`config.mk`:
```
export PLATFORM = sky130hd
export DESIGN_NAME = uart_tx_fifo
export DESIGN_NICKNAME = d
export VERILOG_FILES = /design/src/rtl/uart_tx_fifo.sv
export SDC_FILE = /design/constraint.sdc
export NUM_CORES = 1
export LEC_CHECK = 0
export ABC_AREA = 0
export ABC_CLOCK_PERIOD_IN_PS = 2500
export CORE_MARGIN = 1.5
export CORE_UTILIZATION = 37
export DETAILED_ROUTE_END_ITERATION = 16
export PLACE_DENSITY = 0.59
export SETUP_SLACK_MARGIN = 0.5
export SYNTH_ARGS = -nofsm -noshare
export SYNTH_HDL_FRONTEND = slang
export SYNTH_SLANG_ARGS = --single-unit
```
`constraint.sdc`:
```
create_clock -name clk -period 2.5 [get_ports clk]
set_input_delay 0.25 -clock clk [delete_from_list [all_inputs] [get_ports clk]]
set_output_delay 0.25 -clock clk [all_outputs]
set_load 0.01 [all_outputs]
```
`src/rtl/uart_tx_fifo.sv`:
```
// rtl/uart_tx_fifo.sv - byte FIFO and start/busy issue controller feeding the UART transmitter
module uart_tx_fifo #(
  parameter int DEPTH  = 16,
  parameter int ADDR_W = 4
) (
  input  logic              clk,
  input  logic              reset,
  input  logic              wr_en,
  input  logic [7:0]        wr_data,
  output logic              full,
  output logic              empty,
  output logic [ADDR_W:0]   count,
  output logic              overflow,
  input  logic              tx_busy,
  output logic              tx_start,
  output logic [7:0]        tx_data
);

  localparam logic [ADDR_W:0] FULL_COUNT = (ADDR_W + 1)'(DEPTH);

  typedef enum logic [1:0] {
    IDLE      = 2'd0,
    LAUNCH    = 2'd1,
    WAIT_DONE = 2'd2
  } state_t;

  state_t            state;
  state_t            state_next;
  logic [7:0]        mem [DEPTH];
  logic [ADDR_W-1:0] wr_ptr;
  logic [ADDR_W-1:0] rd_ptr;
  logic              wr_ok;
  logic              pop;
  logic              tx_start_next;
  logic [ADDR_W:0]   count_next;

  // full is the registered flag, so a write racing a pop on a full FIFO is still dropped
  assign wr_ok = wr_en && !full;

  always_comb begin
    count_next = count;
    if (wr_ok && !pop) begin
      count_next = count + 1'b1;
    end else if (!wr_ok && pop) begin
      count_next = count - 1'b1;
    end
  end

  always_comb begin
    state_next    = state;
    pop           = 1'b0;
    tx_start_next = 1'b0;
    case (state)
      IDLE: begin
        if (count != '0 && !tx_busy) begin
          pop           = 1'b1;
          tx_start_next = 1'b1;
          state_next    = LAUNCH;
        end
      end
      LAUNCH: begin
        // start stays high until the transmitter shows busy; no timeout by design
        if (tx_busy) begin
          state_next = WAIT_DONE;
        end else begin
          tx_start_next = 1'b1;
        end
      end
      WAIT_DONE: begin
        if (!tx_busy) begin
          state_next = IDLE;
        end
      end
      default: begin
        state_next = IDLE;
      end
    endcase
  end

  always_ff @(posedge clk) begin
    if (wr_ok) begin
      mem[wr_ptr] <= wr_data;
    end
  end

  always_ff @(posedge clk) begin
    if (reset) begin
      state    <= IDLE;
      wr_ptr   <= '0;
      rd_ptr   <= '0;
      count    <= '0;
      full     <= 1'b0;
      empty    <= 1'b1;
      overflow <= 1'b0;
      tx_start <= 1'b0;
      tx_data  <= 8'h00;
    end else begin
      state    <= state_next;
      count    <= count_next;
      full     <= (count_next == FULL_COUNT);
      empty    <= (count_next == '0);
      overflow <= wr_en && full;
      tx_start <= tx_start_next;
      if (wr_ok) begin
        wr_ptr <= wr_ptr + 1'b1;
      end
      if (pop) begin
        tx_data <= mem[rd_ptr];
        rd_ptr  <= rd_ptr + 1'b1;
      end
    end
  end

endmodule

```
-- Yosys cells after proc, flatten, opt, wreduce, memory -nomap -nowiden
Memories as Yosys holds them, arrays and structs flattened. A register that Yosys moved wholly into a read port is not among the register bits.
Cells that the tools add are included.
- register bits: 19
- memory bits (writable): 128
- bits of input ports: 12
- output and inout port bits: 17
- logic and storage cells: 44
- memories kept: 1
- memories (memory ; depth ; bits a word ; rd ports ; clocked after memory_dff ; write ports ; RTL line ; RTL):
    mem ; 16 ; 8 ; 1 ; 1 ; 1 ; 29 ; logic [7:0] mem [DEPTH];
- add/sub/neg operators: 4
- equal/unequal tests: 6
- muxes and demuxes: 12
- reduce and logical (&&, ||, !) cells: 13
- operator list (operator ; count):
    5-bit two-way mux ; 2
    4-bit by 1-bit adder with 4-bit output (second input constant) ; 2
    2-bit two-way mux ; 3
    2-bit inequality test (second input constant) ; 3
    2-bit one-hot mux with 3 select lines ; 1
    5-bit by 1-bit adder with 5-bit output (second input constant) ; 1
    5-bit == test (second input constant) ; 1
    1-bit logical AND ; 5
    5-bit logical NOT ; 1
    1-bit two-way mux ; 5
    5-bit nonzero test ; 1
    5-bit by 1-bit subtractor with 5-bit output (second input constant) ; 1
    1-bit logical NOT ; 4
    3-bit AND reduction ; 1
    2-bit by 1-bit == test with 1-bit output (second input constant) ; 1
    2-bit == test (second input constant) ; 1
    2-bit logical NOT ; 1
    1-bit one-hot mux with 2 select lines ; 1

-- Logic depth before layout (Yosys ltp)
Gate-level depths: netlist of run 1.
- depth after elaboration: 8
- mapped depth: 9
- gate-level depth less buffers: 7

-- Worst setup path after synthesis of run 1
OpenSTA, ideal clock, no wires.
- path kind: reg-to-reg
- start: reg full
- end: mem mem[3][0] (enable)
- library setup time: 0.383 ns
- arrival time: 1.587 ns
- required time: 2.117 ns
- path slack: 0.530 ns
- cell stages (with the launch flop): 5
- path buffers: 1
- period minus slack after synthesis: 1.970 ns
- cell sequence: dfxtp_1 > nor2b_1 > clkbuf_1 > nand2_1 > nor3_1
- word-level cells in the longest chain between the ends: 4
- ends and longest elaborated chain (item ; RTL line ; RTL):
    start, declared ; 10 ; output logic full,
    start signal, assigned ; 100 ; full <= (count_next == FULL_COUNT);
    1-bit logical NOT ; 38 ; assign wr_ok = wr_en && !full;
    1-bit logical AND ; 38 ;
    1-bit two-way mux ; 81 ; if (wr_ok) begin
    1-bit two-way mux (not written as such) ; 82 ; mem[wr_ptr] <= wr_data;
    end, declared ; 29 ;
No other way between the ends.

-- Final worst setup path of run 1
- start: reg count[0]
- end: reg empty
- word-level cells in the longest chain between the ends: 8
- elaborated cells between the ends (all ways): 12
- those cells by class: add/sub: 2; mux: 4; reduce/logical: 6
- ends and longest elaborated chain (item ; RTL line ; RTL):
    start, declared ; 12 ; output logic [ADDR_W:0] count,
    start signal, assigned ; 99 ; count <= count_next;
    5-bit nonzero test ; 55 ; if (count != '0 && !tx_busy) begin
    1-bit logical AND ; 55 ;
    1-bit two-way mux ; 55 ;
    1-bit two-way mux ; 53 ; case (state)
    1-bit logical AND / 1-bit logical NOT (equally long branches) ; 44, 42 ;
    5-bit two-way mux / 1-bit logical AND (equally long branches) ; 44, 42 ;
    5-bit two-way mux (*) ; 42 ; if (wr_ok && !pop) begin
    5-bit logical NOT (*) ; 101 ; empty <= (count_next == '0);
    end signal, assigned ; 101 ;
    end, declared ; 11 ; output logic empty,
Mark *: on every way between the ends. The rest lies on a longest branch, timed or not.
A chain may end at the register's enable or synchronous reset.

==> results of run 1 <==
## registers in the layout, indices dropped and copies added (netlist names), 2 cells and up
signal / cells
tx_data: 8
count: 5
state: 2
wr_ptr: 4
rd_ptr: 4
mem: 128
## power breakdown
part           internal (µW)  total, µW  leakage, µW  switching [µW]
clock network           1590       2630     0.000306            1040
logic                    792       1540     0.000768             750
registers               2920       3030      0.00138             117
total                   5300       7210      0.00245            1910
## timing repair
| item | in CTS | in global routing |
|---|---|---|
| buffers inserted | 0 | 1 |
| gates resized for setup | 1 | 14 |
| endpoints found under the setup margin | 2 | 9 |
| pin swaps | 0 | 2 |
| cloned | 0 | 1 |
| endpoints found under the hold margin | 0 | 0 |
## Yosys cell counts, drive strengths merged
master,number
edfxtp,128
nor2,33
mux4,32
dfxtp,27
a21oi,18
a22oi,16
nand2,15
buf,10
clkbuf,9
ha,7
inv,7
xor2,6
nor3,5
xnor2,4
and2,3
nand2b,3
nand3,3
nor2b,3
a211oi,2
and3,2
mux2i,2
nand4,2
nor4,2
nor4b,2
o41ai,2
a311oi,1
a32oi,1
o21ai,1
o22ai,1
o32ai,1
or3,1
or4b,1
## per-stage QoR
stage,total power (µW),hold WS [ps]
after floorplan,4030,329
after global routing,7510,493
final,7210,461
after detailed placement,4500,487
after CTS,7130,443
after global placement,4480,468
## worst max-delay path, cell delays in order (launching register included)
cell and delay [ps]:
dfxtp_4 370, inv_1 60, ha_2 180, or4b_4 500, nand3_4 130, o22ai_2 100
xor2_2 180, o41ai_2 320
## worst paths after layout
kind,from,endpoint,slack [ps],cells past startpoint
worst max register to register,count[0]$_SDFF_PP0_,empty$_SDFF_PP1_,560,7
worst max-delay path,count[0]$_SDFF_PP0_,empty$_SDFF_PP1_,560,7
worst min register to register,tx_data[5]$_SDFFE_PP0P_,tx_data[5]$_SDFFE_PP0P_,500,2
worst min-delay path,wr_en,overflow$_SDFF_PP0_,460,2
## per-layer routing
layer / GRT usage (%) / vias to the layer above
met2: 23.0 / 98
met1: 21.4 / 1664
met3: 4.40 / 7
met5: 0 / -
li1: - / 1481
met4: 3.70 / 0
## cell type report
type / count / area, µm² / share of cell area (%)
clock buffer: 17 / 425 / 5.71
clock inverter: 15 / 185 / 2.48
inverter: 7 / 26.3 / 0.352
multi-input combinational: 169 / 1650 / 22.1
sequential: 155 / 4390 / 58.9
tap: 216 / 270 / 3.63
timing repair buffer: 52 / 510 / 6.85
## cell families (layout without fill, tap and decap cells)
group | Yosys count | after routing | synth area share (%)
AND/OR/NAND/NOR | 75 | 75 | 6.14
flip-flops | 155 | 155 | 72.0
adder cells (fa/ha/maj) | 7 | 7 | 1.44
multiplexers | 34 | 34 | 12.2
buffers and inverters | 26 | 91 | 1.85
AO/OA/AOI/OAI | 43 | 43 | 4.99
XOR/XNOR | 10 | 10 | 1.44
==> metrics, run 1 <==
outcome=finished clean; fin crit share=77.5%; vias=3250; VDD IR max=0.000590 V; routed wire length=12600 µm; Final nets=421; worst-margin pin slew=702 ps; CTS max path bufs=2; most common cell after layout, fill and taps aside=edfxtp_1; vias in the first global route=3263; Synth-to-Final Area Change=22.4%; GR Util All Layers=15.1%; syn_area_per_cell=17.4 µm²; Die W=131 µm; Fmax=516 MHz; HPWL after detailed placement=7640 µm; Routed WL per cell=20.0 µm; Cell Rows=46; clk slew on worst S/H paths=60 ps; largest net degree at the start of global routing=36; initial antenna violation count=0; dpl cell area=0.00675 mm²; Core ar.=0.0160 mm²; layout cell share with drive strength beyond 1=25.8%; Mapped Cells=350; Final setup viols=0; count of cell types in the netlist=37; clock period minus worst slack=1940 ps; I/O pins=29; # clock sinks=155; remaining global-route overflow=0; area share of the largest cell type after synthesis=63.1%; CP required=2820 ps; initial DRC count=339; post-synth top area cell=edfxtp_1; total CTS buffers=17; wl on met1=5690 µm; crit-path max FO=7; Final Slew Violations=0; top post-synthesis cells by area=edfxtp_1 63%, mux4_2 12%, dfxtp_1 8.9%; die area=0.0172 mm²; Yosys warnings=0; Port Buffer Count=28; Chip Height=131 µm; first-pass GRT wire length=19100 µm; Critical Path Source Type=register; fin area=0.00745 mm²; gpl congestion=0.740; highest routed layer=met4; Diodes inserted=0; DR vias/cell=5.15; post-route DRC violation count=0; slew margin rel.=53.0%; RSZ-0062 raised after global routing=yes; Fillers=1411; CTS Root Cell=clkbuf_16; synthesized cell area=0.00609 mm²; DP Cell Count=597; critical path type=register to register; Final Util=46.6%; H-tree levels=4; final cell count without fillers=631; DRT antenna net count=0; Pre-antenna DRT Iters=4; most frequent cells in the layout=128 x edfxtp_1, 33 x nor2_1, 32 x mux4_2; Final Hold Fails=0; final worst slack=562 ps; max cap viols=0; Seq/Total Area, Yosys=72.0%; setup TNS=0 ps; pre-CTS setup slack=389 ps; Arrival @ worst endpoint=2260 ps; starting density of the core=38.1%; Clock Latency Late Sink=420 ps; Setup Skew=9.06 ps; crit end category=register; post-synthesis register bit count=155; Hold Path Class=input pin to register; CTS Hold Bufs=0; WL met2=6000 µm; Syn Nets=369; LEAKAGE=0.00245 µW; PD cells=967 mW/mm²; Routed met3 length=838 µm; TritonCTS clock tree=built
Power figures use the tool's default switching activity.
==> run 2, diff against run 1 <==
--- a/config.mk
+++ b/config.mk
@@ -6,7 +6,7 @@
 export NUM_CORES = 1
 export LEC_CHECK = 0
 export ABC_AREA = 0
-export ABC_CLOCK_PERIOD_IN_PS = 2500
+export ABC_CLOCK_PERIOD_IN_PS = 1800
 export CORE_MARGIN = 1.5
 export CORE_UTILIZATION = 37
 export DETAILED_ROUTE_END_ITERATION = 16
==> constraint.sdc (replaced) <==
create_clock -name clk -period 1.8 [get_ports clk]
set_input_delay 0.18 -clock clk [delete_from_list [all_inputs] [get_ports clk]]
set_output_delay 0.18 -clock clk [all_outputs]
set_load 0.01 [all_outputs]
==> run 2 against run 1 <==
Clock skew about the same; via count up 7.3%; hold slack improved by 24 ps; the flow now finishes with violations (negative setup slack); critical path depth stayed put; critical endpoint unchanged; clock power grew 38%; register-to-register slack got worse by 600 ps; sequential cell count stayed put.
==> metrics, run 2 (synthesized netlist as in run 1, its figures left out) <==
fin area=0.00854 mm²; Critical Path Source Type=register; Clock Latency Late Sink=430 ps; post-route DRC violation count=0; Synth-to-Final Area Change=40.2%; DRT antenna net count=0; most common cell after layout, fill and taps aside=edfxtp_1; clock power share=33.8%; fin crit share=102%; remaining global-route overflow=0; Final Slew Violations=0; CP Cell Sequence=inv_2 -> ha_4 -> or4b_4 -> nand3_4 -> o22ai_4 -> xor2_2 -> o41ai_2; Setup Skew=9.13 ps; Reg2Reg Depth=7; vias=3487; die area=0.0172 mm²; crit end category=register; LEAKAGE=0.00283 µW; Diodes inserted=0; slowest CP cell=or4b_4; max reg flops=128; dpl cell area=0.00740 mm²; I/O pins=29; Seq pwr share=39.1%; slew margin rel.=53.1%; final worst slack=-37.4 ps; first-pass GRT wire length=21200 µm; outcome=finished with violations; GR Util All Layers=16.8%; hold_ws=485 ps; TritonCTS clock tree=built; Final Util=53.4%; Routed WL per cell=20.4 µm; Critical Path Source=count[1]$_SDFF_PP0_; most frequent cells in the layout=128 x edfxtp_1, 32 x mux4_2, 32 x buf_4; starting density of the core=38.1%; VDD IR max=0.000739 V; Switching Fraction=27.8%; initial antenna violation count=0; Cell Rows=46; Chip Height=131 µm; Largest regs=mem x128, tx_data x8, count x5; vias in the first global route=3559; largest net degree at the start of global routing=36; clk slew on worst S/H paths=60 ps; Hold Path Class=register to register; Critical Path End=empty$_SDFF_PP1_; r2r startpoint=count[1]$_SDFF_PP0_; max cap viols=0; HPWL after detailed placement=8370 µm; Die W=131 µm; failing checks=negative setup slack; Core ar.=0.0160 mm²; Final Hold Fails=0; Worst path max stage delay=510 ps; Gate power share=27.1%; RSZ-0062 raised after global routing=yes; gpl congestion=0.765; CTS Root Cell=clkbuf_16; clock period minus worst slack=1840 ps; worst-margin pin slew=701 ps; Reg with most FFs=mem; CP required=2120 ps; worst reg-to-reg setup slack=-40 ps; PD cells=1260 mW/mm²; internal power=7750 µW; # clock sinks=155; Arrival @ worst endpoint=2160 ps; Fmax=544 MHz; H-tree levels=4; crit-path max FO=4; Pre-antenna DRT Iters=4; Crit Reg-Reg Endpoint=empty$_SDFF_PP1_; initial DRC count=250; Final nets=466; layout cell share with drive strength beyond 1=49.6%; Total Power=10700 µW; total CTS buffers=17; Final setup viols=2; CTS max path bufs=2; DR vias/cell=5.16; Port Buffer Count=28; net switching power=2980 µW; critical path type=register to register; routed wire length=13800 µm
-- run 2: power groups by stage --
stage / combinational, µW / sequential, µW / clock, µW
2_1_floorplan: 1620 / 4280 / 0
3_3_place_gp: 2330 / 4230 / 0
3_5_place_dp: 2350 / 4240 / 0
4_1_cts: 2720 / 4200 / 3690
5_1_grt: 3120 / 4220 / 3840
6_report: 2910 / 4200 / 3630
-- run 2: how the worst min path moves through the flow --
stage | start | end | depth (start not counted)
final | tx_data[7]$_SDFFE_PP0P_ | tx_data[7]$_SDFFE_PP0P_ | 2
after CTS | tx_busy | state[0]$_SDFFE_PP0P_ | 3
after global placement | tx_data[5]$_SDFFE_PP0P_ | tx_data[5]$_SDFFE_PP0P_ | 2
after global routing | wr_en | overflow$_SDFF_PP0_ | 3
after floorplan | tx_busy | state[0]$_SDFFE_PP0P_ | 1
after detailed placement | tx_data[7]$_SDFFE_PP0P_ | tx_data[7]$_SDFFE_PP0P_ | 2
-- run 2: routing by layer --
layer  global-route usage [%]  share of wire (%)  routed length (µm)
met2                     27.6                 51                7020
met5                        0                  0                   0
met1                     21.8                 43                5940
met3                     3.59                3.8                 530
met4                     6.67                2.1                 285
-- run 2: what timing repair did --
action / in CTS / in global routing
hold buffers: 0 / 0
gates resized for setup: 88 / 23
cloned: 1 / 0
buffers inserted: 13 / 8
setup endpoints to repair: 166 / 152
pin swaps: 15 / 15
-- run 2: area by class of cell --
class | count | area [µm²]
Clock buffer | 17 | 425
Clock inverter | 15 | 178
Fill cell | 1272 | 7460
Inverter | 7 | 26.3
Multi-Input combinational cell | 169 | 2100
Sequential cell | 155 | 4410
Tap cell | 216 | 270
Timing Repair Buffer | 97 | 1140
-- run 2: critical path: cells and delay by family, from the launching register on --
| kind | cells | cell delay, ps |
|---|---|---|
| and+or+nand+nor | 2 | 630 |
| DFF | 1 | 340 |
| adders and majority gates | 1 | 130 |
| buffers and inverters | 1 | 60 |
| xor gates and xnor gates | 1 | 170 |
| AOI/OAI and AO/OA | 2 | 410 |
-- run 2: metrics by stage --
stage / setup WS, ps / cells / TNS [ps]
floorplan: 41.6 / 350 / 0
global placement: -95.6 / 622 / -1060
detailed placement: -189 / 622 / -1720
CTS: -52.8 / 668 / -135
global route: -104 / 676 / -748
finish: -37.4 / 676 / -40.7
==> run 3, diff against run 2 <==
--- a/config.mk
+++ b/config.mk
@@ -6,11 +6,14 @@
 export NUM_CORES = 1
 export LEC_CHECK = 0
 export ABC_AREA = 0
-export ABC_CLOCK_PERIOD_IN_PS = 1800
+export ABC_CLOCK_PERIOD_IN_PS = 2150
+export CELL_PAD_IN_SITES_DETAIL_PLACEMENT = 2
+export CELL_PAD_IN_SITES_GLOBAL_PLACEMENT = 2
 export CORE_MARGIN = 1.5
 export CORE_UTILIZATION = 37
+export CTS_BUF_LIST = sky130_fd_sc_hd__clkbuf_4
 export DETAILED_ROUTE_END_ITERATION = 16
-export PLACE_DENSITY = 0.59
+export PLACE_DENSITY = 0.72
 export SETUP_SLACK_MARGIN = 0.5
 export SYNTH_ARGS = -nofsm -noshare
 export SYNTH_HDL_FRONTEND = slang
==> constraint.sdc (replaced) <==
create_clock -name clk -period 2.15 [get_ports clk]
set_input_delay 0.215 -clock clk [delete_from_list [all_inputs] [get_ports clk]]
set_output_delay 0.215 -clock clk [all_outputs]
set_load 0.01 [all_outputs]
==> run 3 against run 2 <==
The run now ends clean; first-iteration DRC count is 16% higher; sequential cell count stayed put; combinational power is 11% lower; critical endpoint is now tx_data[7]$_SDFFE_PP0P_.
==> metrics, run 3 (synthesized netlist as in run 1, its figures left out) <==
worst reg-to-reg setup slack=230 ps; first-pass GRT wire length=24000 µm; max cap viols=0; Final Hold Fails=0; GR Util All Layers=19.5%; Final Slew Violations=0; GRT met2 Usage=33.3%; Die W=131 µm; clk slew on worst S/H paths=120 ps; Fillers=1494; hold path depth=2; fin area=0.00759 mm²; max reg flops=128; RSZ-0062 raised after global routing=yes; Pre-antenna DRT Iters=4; total CTS buffers=17; Diodes inserted=0; Crit Reg-Reg Endpoint=tx_data[7]$_SDFFE_PP0P_; Reg2Reg Depth=10; DRT antenna net count=0; Arrival @ worst endpoint=2400 ps; Register Area=0.00441 mm²; DR vias/cell=5.35; Cell Rows=46; vias in the first global route=3823; outcome=finished clean; hold_ws=272 ps; setup TNS=0 ps; initial antenna violation count=0; most frequent cells in the layout=128 x edfxtp_1, 32 x nor2_1, 32 x mux4_2; most common cell after layout, fill and taps aside=edfxtp_1; remaining global-route overflow=0; Synth-to-Final Area Change=24.7%; gpl congestion=0.768; VDD IR max=0.000348 V; vias=3479; Fmax=520 MHz; # clock sinks=155; Final setup viols=0; dpl cell area=0.00686 mm²; CP required=2630 ps; LEAKAGE=0.00252 µW; Port Buffer Count=28; TritonCTS clock tree=built; post-route DRC violation count=0; die area=0.0172 mm²; PD cells=1010 mW/mm²; worst-margin pin slew=880 ps; Largest regs=mem x128, tx_data x8, count x5; largest net degree at the start of global routing=36; CTS max path bufs=2; initial DRC count=291; Reg with most FFs=mem; Routed WL per cell=26.0 µm; Setup Skew=39.0 ps; r2r startpoint=count[1]$_SDFF_PP0_; DP Cell Count=600; layout cell share with drive strength beyond 1=39.2%; Hold Path End=overflow$_SDFF_PP0_; HPWL after detailed placement=10400 µm; fin crit share=89.5%; final cell count without fillers=650; CTS Root Cell=clkbuf_4; crit-path max FO=5; starting density of the core=38.1%; Critical Path Source Type=register; Chip Height=131 µm; I/O pins=29; Multi-input gate area=0.00190 mm²; Clock Latency Late Sink=600 ps; crit end category=register; Min-Delay Startpoint=wr_en; gr busiest metal=met2; slew margin rel.=41.1%; Core ar.=0.0160 mm²; M3 GR Usage=4.86%; critical path type=register to register; Hold Path Class=input pin to register; Final nets=440; clock period minus worst slack=1920 ps; grt met1 use=24.0%; routed wire length=16900 µm; H-tree levels=4
## run 3: cell count changes in the layout (fill, tap and decap cells not counted), sizes merged, moves of 2 or more
| cell | change |
|---|---|
| bufinv | -2 |
| clkinv | +2 |
| buf | -31 |
| inv | -8 |
| clkdlybuf4s15 | -2 |
| dlygate4sd2 | +4 |
| clkbuf | +8 |
## run 3: metal layers
layer,up-vias,wire [µm]
li1,1516,-
met1,1839,6710
met2,101,8890
met3,23,977
met4,0,306
met5,-,0
## run 3: how the worst max path moves through the flow
stage                              startpoint                      end  slack [ps]
final                     count[1]$_SDFF_PP0_  tx_data[7]$_SDFFE_PP0P_         230
after floorplan               full$_SDFF_PP0_      mem[7][0]$_DFFE_PP_         390
after global routing      count[1]$_SDFF_PP0_         empty$_SDFF_PP1_         160
after CTS                 count[0]$_SDFF_PP0_         empty$_SDFF_PP1_         250
after global placement                tx_busy         empty$_SDFF_PP1_         160
after detailed placement              tx_busy         empty$_SDFF_PP1_          50
## run 3: report_power, final
part	switching, µW	leakage (µW)	internal (µW)
logic	1260	0.00101	1330
registers	141	0.00138	3400
clock network	1030	0.000126	540
total	2430	0.00252	5270
## run 3: final cells by class
cell class              instances  share of cell area (%)
clock inverters                 8                   0.692
flip-flops and latches        155                    58.1
repair buffers                 71                    9.84
clock buffers                  24                    2.37
multi-input cells             169                    25.0
inverters                       7                   0.412
well taps                     216                    3.56
## run 3: through the flow
step / setup WS, ps / util (%) / total power (µW)
after CTS: 246 / 45.6 / 7300
after floorplan: 390 / - / 4880
after global placement: 161 / 42.9 / 5350
final: 226 / 47.5 / 7700
after global routing: 161 / 47.5 / 8020
after detailed placement: 51.8 / 42.9 / 5440
## run 3: repair_timing
item	in CTS	in global routing
pin swaps	6	19
resized for setup	38	48
gates cloned	1	1
hold buffers	0	0
setup endpoints to repair	42	32
buffers inserted	10	6
## run 3: worst max-delay path, stage by stage (launching register included)
cell and delay (ps):
dfxtp_4 370, inv_4 60, ha_4 150, or4b_4 530
nand2_4 110, buf_6 100, buf_12 110, buf_4 110
a21oi_1 60, a21oi_1 150, nor2_1 60
